### src/rtl/pipe_hazard_ctrl.sv
// Stall/flush sequencer for the 5-stage pipeline: load-use bubbles, branch squash,
// memory-busy freeze with a watchdog that latches a sticky fault, plus perf counters.
module pipe_hazard_ctrl #(
  parameter int TIMEOUT  = 64,
  parameter int REG_W    = 5,
  parameter int ZERO_REG = 31
) (
  input  logic             clk,
  input  logic             reset,
  input  logic [REG_W-1:0] id_rs1,
  input  logic [REG_W-1:0] id_rs2,
  input  logic             id_uses_rs1,
  input  logic             id_uses_rs2,
  input  logic [REG_W-1:0] ex_rd,
  input  logic             ex_mem_read,
  input  logic             ex_branch_taken,
  input  logic             mem_req,
  input  logic             mem_ready,
  output logic             pc_en,
  output logic             ifid_en,
  output logic             idex_en,
  output logic             exmem_en,
  output logic             memwb_en,
  output logic             ifid_flush,
  output logic             idex_flush,
  output logic             memwb_flush,
  output logic [1:0]       state,
  output logic             fault,
  output logic [15:0]      stall_count,
  output logic [15:0]      flush_count
);

  localparam int               WCW   = $clog2(TIMEOUT) + 1;
  localparam logic [WCW-1:0]   WLAST = WCW'(TIMEOUT - 1);
  localparam logic [REG_W-1:0] ZR    = REG_W'(ZERO_REG);

  typedef enum logic [1:0] {
    RUN      = 2'b00,
    MEM_WAIT = 2'b01,
    FAULT    = 2'b10
  } state_e;

  state_e         state_q, state_d;
  logic [WCW-1:0] wait_cnt_q, wait_cnt_d;
  logic [15:0]    stall_cnt_q, stall_cnt_d;
  logic [15:0]    flush_cnt_q, flush_cnt_d;

  logic memstall, loaduse;
  logic [7:0] ctl;  // {pc, ifid, idex, exmem, memwb, ifid_fl, idex_fl, memwb_fl}

  assign memstall = mem_req & ~mem_ready;
  assign loaduse  = ex_mem_read & (ex_rd != ZR) &
                    ((id_uses_rs1 & (id_rs1 == ex_rd)) | (id_uses_rs2 & (id_rs2 == ex_rd)));

  always_comb begin
    state_d     = state_q;
    wait_cnt_d  = wait_cnt_q;
    stall_cnt_d = stall_cnt_q;
    flush_cnt_d = flush_cnt_q;
    ctl         = 8'b0000_0000;
    case (state_q)
      RUN, MEM_WAIT: begin
        if (memstall) begin
          ctl         = 8'b0000_1001;
          stall_cnt_d = (stall_cnt_q == 16'hFFFF) ? stall_cnt_q : stall_cnt_q + 16'd1;
          if (state_q == RUN) begin
            state_d    = MEM_WAIT;
            wait_cnt_d = WCW'(1);
          end else if (wait_cnt_q == WLAST) begin
            state_d = FAULT;
          end else begin
            wait_cnt_d = wait_cnt_q + WCW'(1);
          end
        end else begin
          state_d    = RUN;
          wait_cnt_d = '0;
          if (ex_branch_taken) begin
            ctl         = 8'b1111_1110;
            flush_cnt_d = (flush_cnt_q == 16'hFFFF) ? flush_cnt_q : flush_cnt_q + 16'd1;
          end else if (loaduse) begin
            ctl         = 8'b0011_1010;
            stall_cnt_d = (stall_cnt_q == 16'hFFFF) ? stall_cnt_q : stall_cnt_q + 16'd1;
          end else begin
            ctl = 8'b1111_1000;
          end
        end
      end
      default: ;  // FAULT holds everything frozen until reset
    endcase
    // Reset is asynchronous, so the controls must drop without waiting for an edge.
    if (!reset) ctl = 8'b0000_0000;
  end

  always_ff @(posedge clk or negedge reset) begin
    if (!reset) begin
      state_q     <= RUN;
      wait_cnt_q  <= '0;
      stall_cnt_q <= '0;
      flush_cnt_q <= '0;
    end else begin
      state_q     <= state_d;
      wait_cnt_q  <= wait_cnt_d;
      stall_cnt_q <= stall_cnt_d;
      flush_cnt_q <= flush_cnt_d;
    end
  end

  assign {pc_en, ifid_en, idex_en, exmem_en, memwb_en,
          ifid_flush, idex_flush, memwb_flush} = ctl;
  assign state       = state_q;
  assign fault       = (state_q == FAULT);
  assign stall_count = stall_cnt_q;
  assign flush_count = flush_cnt_q;

endmodule

### config.mk
export PLATFORM = sky130hd
export DESIGN_NAME = pipe_hazard_ctrl
export DESIGN_NICKNAME = d
export VERILOG_FILES = /design/src/rtl/pipe_hazard_ctrl.sv
export SDC_FILE = /design/constraint.sdc
export NUM_CORES = 1
export LEC_CHECK = 0
export CORE_MARGIN = 2
export CORE_UTILIZATION = 47
export CTS_CLUSTER_DIAMETER = 100
export CTS_CLUSTER_SIZE = 8
export DETAILED_ROUTE_END_ITERATION = 10
export GPL_TIMING_DRIVEN = 0
export PLACE_DENSITY_LB_ADDON = 0.3
export SLEW_MARGIN = 20
export SYNTH_ARGS = -nofsm -noshare
export SYNTH_HDL_FRONTEND = slang
export SYNTH_SLANG_ARGS = --single-unit
### constraint.sdc
create_clock -name clk -period 2.4 [get_ports clk]
set_input_delay 0.48 -clock clk [delete_from_list [all_inputs] [get_ports clk]]
set_output_delay 0.48 -clock clk [all_outputs]
set_load 0.02 [all_outputs]
==> results of run 1 <==
[how the worst max path moves through the flow]
| stage | start | endpoint | slack, ns | depth (start not counted) |
|---|---|---|---|---|
| after detailed placement | ex_rd[4] | idex_flush | -0.66 | 7 |
| final | id_rs1[4] | idex_flush | 0.07 | 7 |
| after global placement | reset | pc_en | -1.91 | 6 |
| after CTS | mem_ready | idex_en | 0.0007 | 5 |
| after floorplan | state[1]$_DFFE_PN0P_ | pc_en | 0.12 | 5 |
| after global routing | id_rs2[3] | idex_flush | -0.04 | 7 |
[power groups by stage]
stage / combinational [W] / sequential, W / clock (W)
finish: 0.000752 / 0.000953 / 0.000567
global placement: 0.000742 / 0.000963 / 0
global route: 0.000813 / 0.000977 / 0.000615
floorplan: 0.000251 / 0.00110 / 0
CTS: 0.000760 / 0.000954 / 0.000578
detailed placement: 0.000756 / 0.000966 / 0
[worst register-to-register path: cells and delay by family (launching register included)]
kind,cells,cell delay [ns]
buffers and inverters,1,0.19
AO/OA/AOI/OAI,2,0.50
flip-flops,1,0.42
XOR/XNOR,1,0.14
AND/OR/NAND/NOR,3,0.49
adder cells (fa/ha/maj),1,0.20
[area by class of cell]
| cell class | count | area, um2 | share of cell area (%) |
|---|---|---|---|
| flip-flops and latches | 41 | 1030 | 33.6 |
| repair buffers | 68 | 668 | 21.9 |
| multi-input cells | 164 | 1120 | 36.7 |
| inverters | 5 | 18.8 | 0.614 |
| clock inverters | 1 | 30.0 | 0.983 |
| plain buffers | 5 | 38.8 | 1.27 |
| clock buffers | 7 | 86.3 | 2.83 |
| well taps | 52 | 65.1 | 2.13 |
[layer usage]
layer,vias up,global-route usage (%)
met1,846,24.7
met2,58,30.5
li1,876,-
met4,0,5.66
met3,4,5.97
met5,-,0
[metrics by stage]
step	cell area, um2	setup slack [ns]
global route	3060	-0.0444
detailed placement	2910	-0.656
global placement	2890	-1.91
floorplan	2170	0.122
CTS	3050	0.000663
finish	3060	0.0694
[what timing repair did]
action,4_1_cts,5_1_grt
pin swaps,1,0
resized for setup,22,5
hold buffers,0,0
endpoints found under the setup margin,6,5
buffers inserted,1,1
[synth_stat cells, types with 3 or more instances]
cell type / instances
o21ai_0: 7
o31ai_1: 3
nor2b_1: 5
nor3_1: 4
nand3_1: 11
inv_1: 5
buf_4: 3
xnor2_1: 22
dfrtp_1: 41
nand2_1: 21
xor2_1: 18
nand4_1: 8
nand2b_1: 3
nor2_1: 28
and3_1: 5
ha_1: 3
[state kept, by name, indices dropped and copies added, names as in the netlist]
| register | count |
|---|---|
| flush_count | 16 |
| stall_count | 16 |
| wait_cnt_q | 7 |
| state | 2 |
[cell families (layout without fill, tap and decap cells)]
group	after synthesis	count (layout)	share of synthesized area, %
muxes	3	3	1.50
xor gates and xnor gates	40	40	16.1
and+or+nand+nor	95	95	22.5
adders and majority gates	3	3	1.73
DFF	41	41	47.3
AOI/OAI and AO/OA	23	23	8.01
buffers and inverters	11	86	2.82
==> results.yml, run 1 <==
layout:
  instances_no_fill: 343
  n_fill_cell: 361
  area_growth_pct: 40.7
  fin_nets: 316
  num_antenna_cells: 0
  utilization_pct: 69.2
  drive_gt1_share_pct: 12.0
  layout_common_cells: "clkdlybuf4s50_1, dfrtp_1, nor2_1"
  final_common_cell: "clkdlybuf4s50_1"
clocking:
  cts.clk_slew.worst_paths_ns: 0.08
  clkSinkCount: 41
  clk_latency_ns: 0.29
  htreeDepth: 2
  cts.root.buffer_cell: "clkbuf_8"
  cts_made_buffers: 5
  cts_tree: "done"
  clockBufferDepth: 2
worst_hold_path:
  hold_path_class: "input pin to async pin"
pwr:
  p_per_area_mw_per_mm2: 744
  p_switching_w: 0.000736
  p_leak_nw: 1.35
  pwr-share-clk_pct: 24.9
  ir_worst_vdd_v: 0.000524
  swShare_pct: 32.4
  p_comb_share_pct: 33.1
  p_seq_share_pct: 41.9
  internal-power_w: 0.00154
  finalPower_w: 0.00227
worst_setup_path:
  max_stage_delay_ns: 0.48
  cp_slowest_cell: "clkdlybuf4s50_1"
  crit_path_max_fanout: 3
  cp_cell_sequence: "clkdlybuf4s50_1 > xnor2_1 > nand4_1 > o22ai_2 > nor2b_2 > o21a_1 > buf_2"
  r2r_end: "stall_count[7]$_DFFE_PN0P_"
  worst-path-buf-inv: 2
  rr_worst_depth: 8
  crit_type: "input pin to output pin"
  critPathLaunchType: "input pin"
  reg2reg_slack_ns: 0.36
  endpoint_kind: "output pin"
  cp.arrival_ns: 1.85
  required_ns: 1.92
  crit_family: "buffers and inverters"
  r2r-start: "stall_count[0]$_DFFE_PN0P_"
yosys:
  ys_ff_latch: 41
  synth_ff_type: "dfrtp_1"
  synth-async-reset-ratio_pct: 100
  synth.top_cell.area_share_pct: 47.3
  synth_edf_count: 0
  synth_cell_types: 43
  seq_area_frac_synth_pct: 47.3
  yosys-top-cells-area: "dfrtp_1, xnor2_1, xor2_1"
  yosys.area.top_type: "dfrtp_1"
  postSynthCellCount: 216
  syn_area_per_cell_um2: 10.1
  synth_fp_nets: 242
  synth_warnings: 0
  synth_area_mm2: 0.00217
sta:
  rsz0062_at_grt: "true"
  slew_viol_final: 0
  finalSetupTns_ns: 0
  clock_skew_ns: 0.00567
  worst_pin_slew_ns: 0.714
  hold_viol: 0
  slew_headroom_pct: 51.9
  fmax_mhz: 429
  whs_ns: 0.130
  setup_viol: 0
  fin_crit_sh_pct: 97.1
  timing.final.crit_period_ns: 2.33
floorplan:
  die_h_um: 72.0
  core_region_area_mm2: 0.00441
  row_count: 24
  ios: 66
  dieArea_mm2: 0.00518
  die_w_um: 72.0
  start_util_pct: 49.2
routing:
  initialDrtViolationCount: 70
  met3_length_um: 371
  wire_per_inst_um: 13.4
  dr.max_layer_used: "met4"
  ant_nets: 0
  drc: 0
  vias: 1784
  first_pass_iters: 4
  routed_wl_um: 4610
  wl_met2_um: 2090
  via_per_inst: 5.20
  drt-met1-wl_um: 2100
place:
  dp_hpwl_um: 3540
  globalplace.congestion: 0.754
  dp_cells: 334
  portBuffers: 65
run_status:
  outcome: "completed"
run:
  maxCapViolCount: 0
grt:
  antenna_found_initial: 0
  grt_pass1_wl_um: 7740
  grt_max_degree: 26
  grt_use_total_pct: 18.9
  grt_pass1_vias: 1746
  grt_overflow: 0
(Power assumes the default switching activity.)
==> run 2, diff against run 1 <==
- CORE_ASPECT_RATIO: not set -> 0.7
==> results.yml, run 2 (synthesis results as in run 1) <==
grt:
  grt_overflow: 0
  grt_max_degree: 31
  grt_pass1_wl_um: 7940
  antenna_found_initial: 0
  grt_use_total_pct: 19.7
  grt_pass1_vias: 1730
place:
  portBuffers: 65
  placed_area_mm2: 0.00291
  globalplace.congestion: 0.803
  dp_cells: 337
  dp_hpwl_um: 3610
routing:
  drc: 0
  wire_per_inst_um: 14.0
  first_pass_iters: 6
  routed_wl_um: 4850
  vias: 1804
  ant_nets: 0
  initialDrtViolationCount: 77
  via_per_inst: 5.21
worst_setup_path:
  rr_worst_depth: 8
  r2r_end: "stall_count[5]$_DFFE_PN0P_"
  path_common_cell: "buf_4"
  cp_cell_sequence: "clkdlybuf4s50_1 > xnor2_1 > nand4_1 > o22ai_2 > buf_4 > a21boi_2 > buf_4 > buf_4"
  cp.arrival_ns: 1.88
  critPathLaunchType: "input pin"
  startpoint: "id_rs1[4]"
  reg2reg_slack_ns: 0.23
  cp_slowest_cell: "clkdlybuf4s50_1"
  r2r-start: "stall_count[0]$_DFFE_PN0P_"
  endpoint: "pc_en"
  required_ns: 1.92
  crit_type: "input pin to output pin"
  max_stage_delay_ns: 0.48
  crit_path_max_fanout: 3
  endpoint_kind: "output pin"
layout:
  final_common_cell: "clkdlybuf4s50_1"
  area_growth_pct: 40.8
  drive_gt1_share_pct: 12.4
  layout_common_cells: "clkdlybuf4s50_1, dfrtp_1, nor2_1"
  num_antenna_cells: 0
  postLayoutCellArea_mm2: 0.00306
  instances_no_fill: 346
  fin_nets: 317
floorplan:
  dieArea_mm2: 0.00519
  die_w_um: 85.2
  ios: 66
  row_count: 20
  core_region_area_mm2: 0.00438
  start_util_pct: 49.6
  die_h_um: 60.9
sta:
  hold_viol: 0
  setup_viol: 0
  fmax_mhz: 423
  slew_headroom_pct: 50.4
  timing.final.crit_period_ns: 2.36
  finalSetupTns_ns: 0
  clock_skew_ns: 0.00317
  worst_pin_slew_ns: 0.736
  fin_crit_sh_pct: 98.5
  slew_viol_final: 0
pwr:
  p_leak_nw: 1.38
  ir_worst_vdd_v: 0.000716
  p_per_area_mw_per_mm2: 736
run:
  maxCapViolCount: 0
run_status:
  outcome: "completed"
clocking:
  cts_hold_buf: 0
  cts.clk_slew.worst_paths_ns: 0.08
  htreeDepth: 2
  clkSinkCount: 41
  cts_made_buffers: 5
  cts_tree: "done"
  clk_latency_ns: 0.29
  cts.root.buffer_cell: "clkbuf_8"
  clockBufferDepth: 2
worst_hold_path:
  hold_path_class: "input pin to async pin"
run 2: cell count changes in the layout (fill, tap and decap cells not counted), moves of 2 or more:
cell | before | now
buf_4 | 5 | 8
dlygate4sd2_1 | 6 | 8
clkdlybuf4s50_1 | 53 | 48
buf_2 | 4 | 2
dlymetal6s2s_1 | 2 | 5
run 2: cell type report:
| cell class | count | area [um2] |
|---|---|---|
| inverter | 5 | 18.8 |
| timing repair buffer | 69 | 687 |
| clock buffer | 5 | 68.8 |
| multi-input combinational | 164 | 1110 |
| fill | 342 | 1320 |
| sequential | 41 | 1030 |
| tap | 55 | 68.8 |
| buffer | 5 | 38.8 |
| clock inverter | 2 | 35.0 |
run 2: how the worst min path moves through the flow:
stage,start,end,slack (ns),cells past startpoint
2_1_floorplan,reset,flush_count[0]$_DFFE_PN0P_,0.18,0
3_3_place_gp,flush_count[12]$_DFFE_PN0P_,flush_count[12]$_DFFE_PN0P_,0.48,1
3_5_place_dp,reset,stall_count[5]$_DFFE_PN0P_,0.39,1
4_1_cts,reset,flush_count[1]$_DFFE_PN0P_,0.02,1
5_1_grt,reset,flush_count[11]$_DFFE_PN0P_,0.007,1
6_report,reset,stall_count[5]$_DFFE_PN0P_,0.02,1
run 2: power by group:
part / switching (W) / internal [W]
Combinational: 0.000371 / 0.000383
Clock: 0.000234 / 0.000302
Sequential: 0.000147 / 0.000813
run 2: per-layer routing:
metal  vias to the layer above  global-route usage, %  routed length [um]
met5                         -                      0                   0
met4                         0                   5.44                  44
met2                        73                   31.8                2130
met1                       838                   26.0                2250
met3                         6                   6.67                 426
li1                        887                      -                   -
run 2: worst max-delay path, delay by kind of cell:
kind | cells | cell delay, ns
AO/OA/AOI/OAI | 2 | 0.23
XOR/XNOR | 1 | 0.13
buffers and inverters | 4 | 0.90
AND/OR/NAND/NOR | 1 | 0.14
run 2: what timing repair did:
item | CTS | global route
endpoints found under the setup margin | 6 | 4
pin swaps | 3 | 4
buffers inserted | 2 | 1
gates resized for setup | 24 | 9
run 2: per-stage QoR:
| step | util, % | hold slack [ns] | total power [W] | worst slack [ns] |
|---|---|---|---|---|
| after floorplan | - | 0.184 | 0.00135 | 0.122 |
| after global placement | 66.1 | 0.476 | 0.00171 | -1.85 |
| after detailed placement | 66.4 | 0.388 | 0.00173 | -0.702 |
| after CTS | 68.9 | 0.0193 | 0.00226 | 0.00432 |
| after global routing | 69.8 | 0.00729 | 0.00238 | -0.00929 |
| final | 69.8 | 0.0170 | 0.00225 | 0.0366 |
==> run 3, diff against run 2 <==
- CTS_BUF_LIST: not set -> sky130_fd_sc_hd__clkbuf_4 sky130_fd_sc_hd__clkbuf_8 sky130_fd_sc_hd__clkbuf_16
==> results of run 3 <==
Final layout, timing and power as in run 2 (identical DEF).
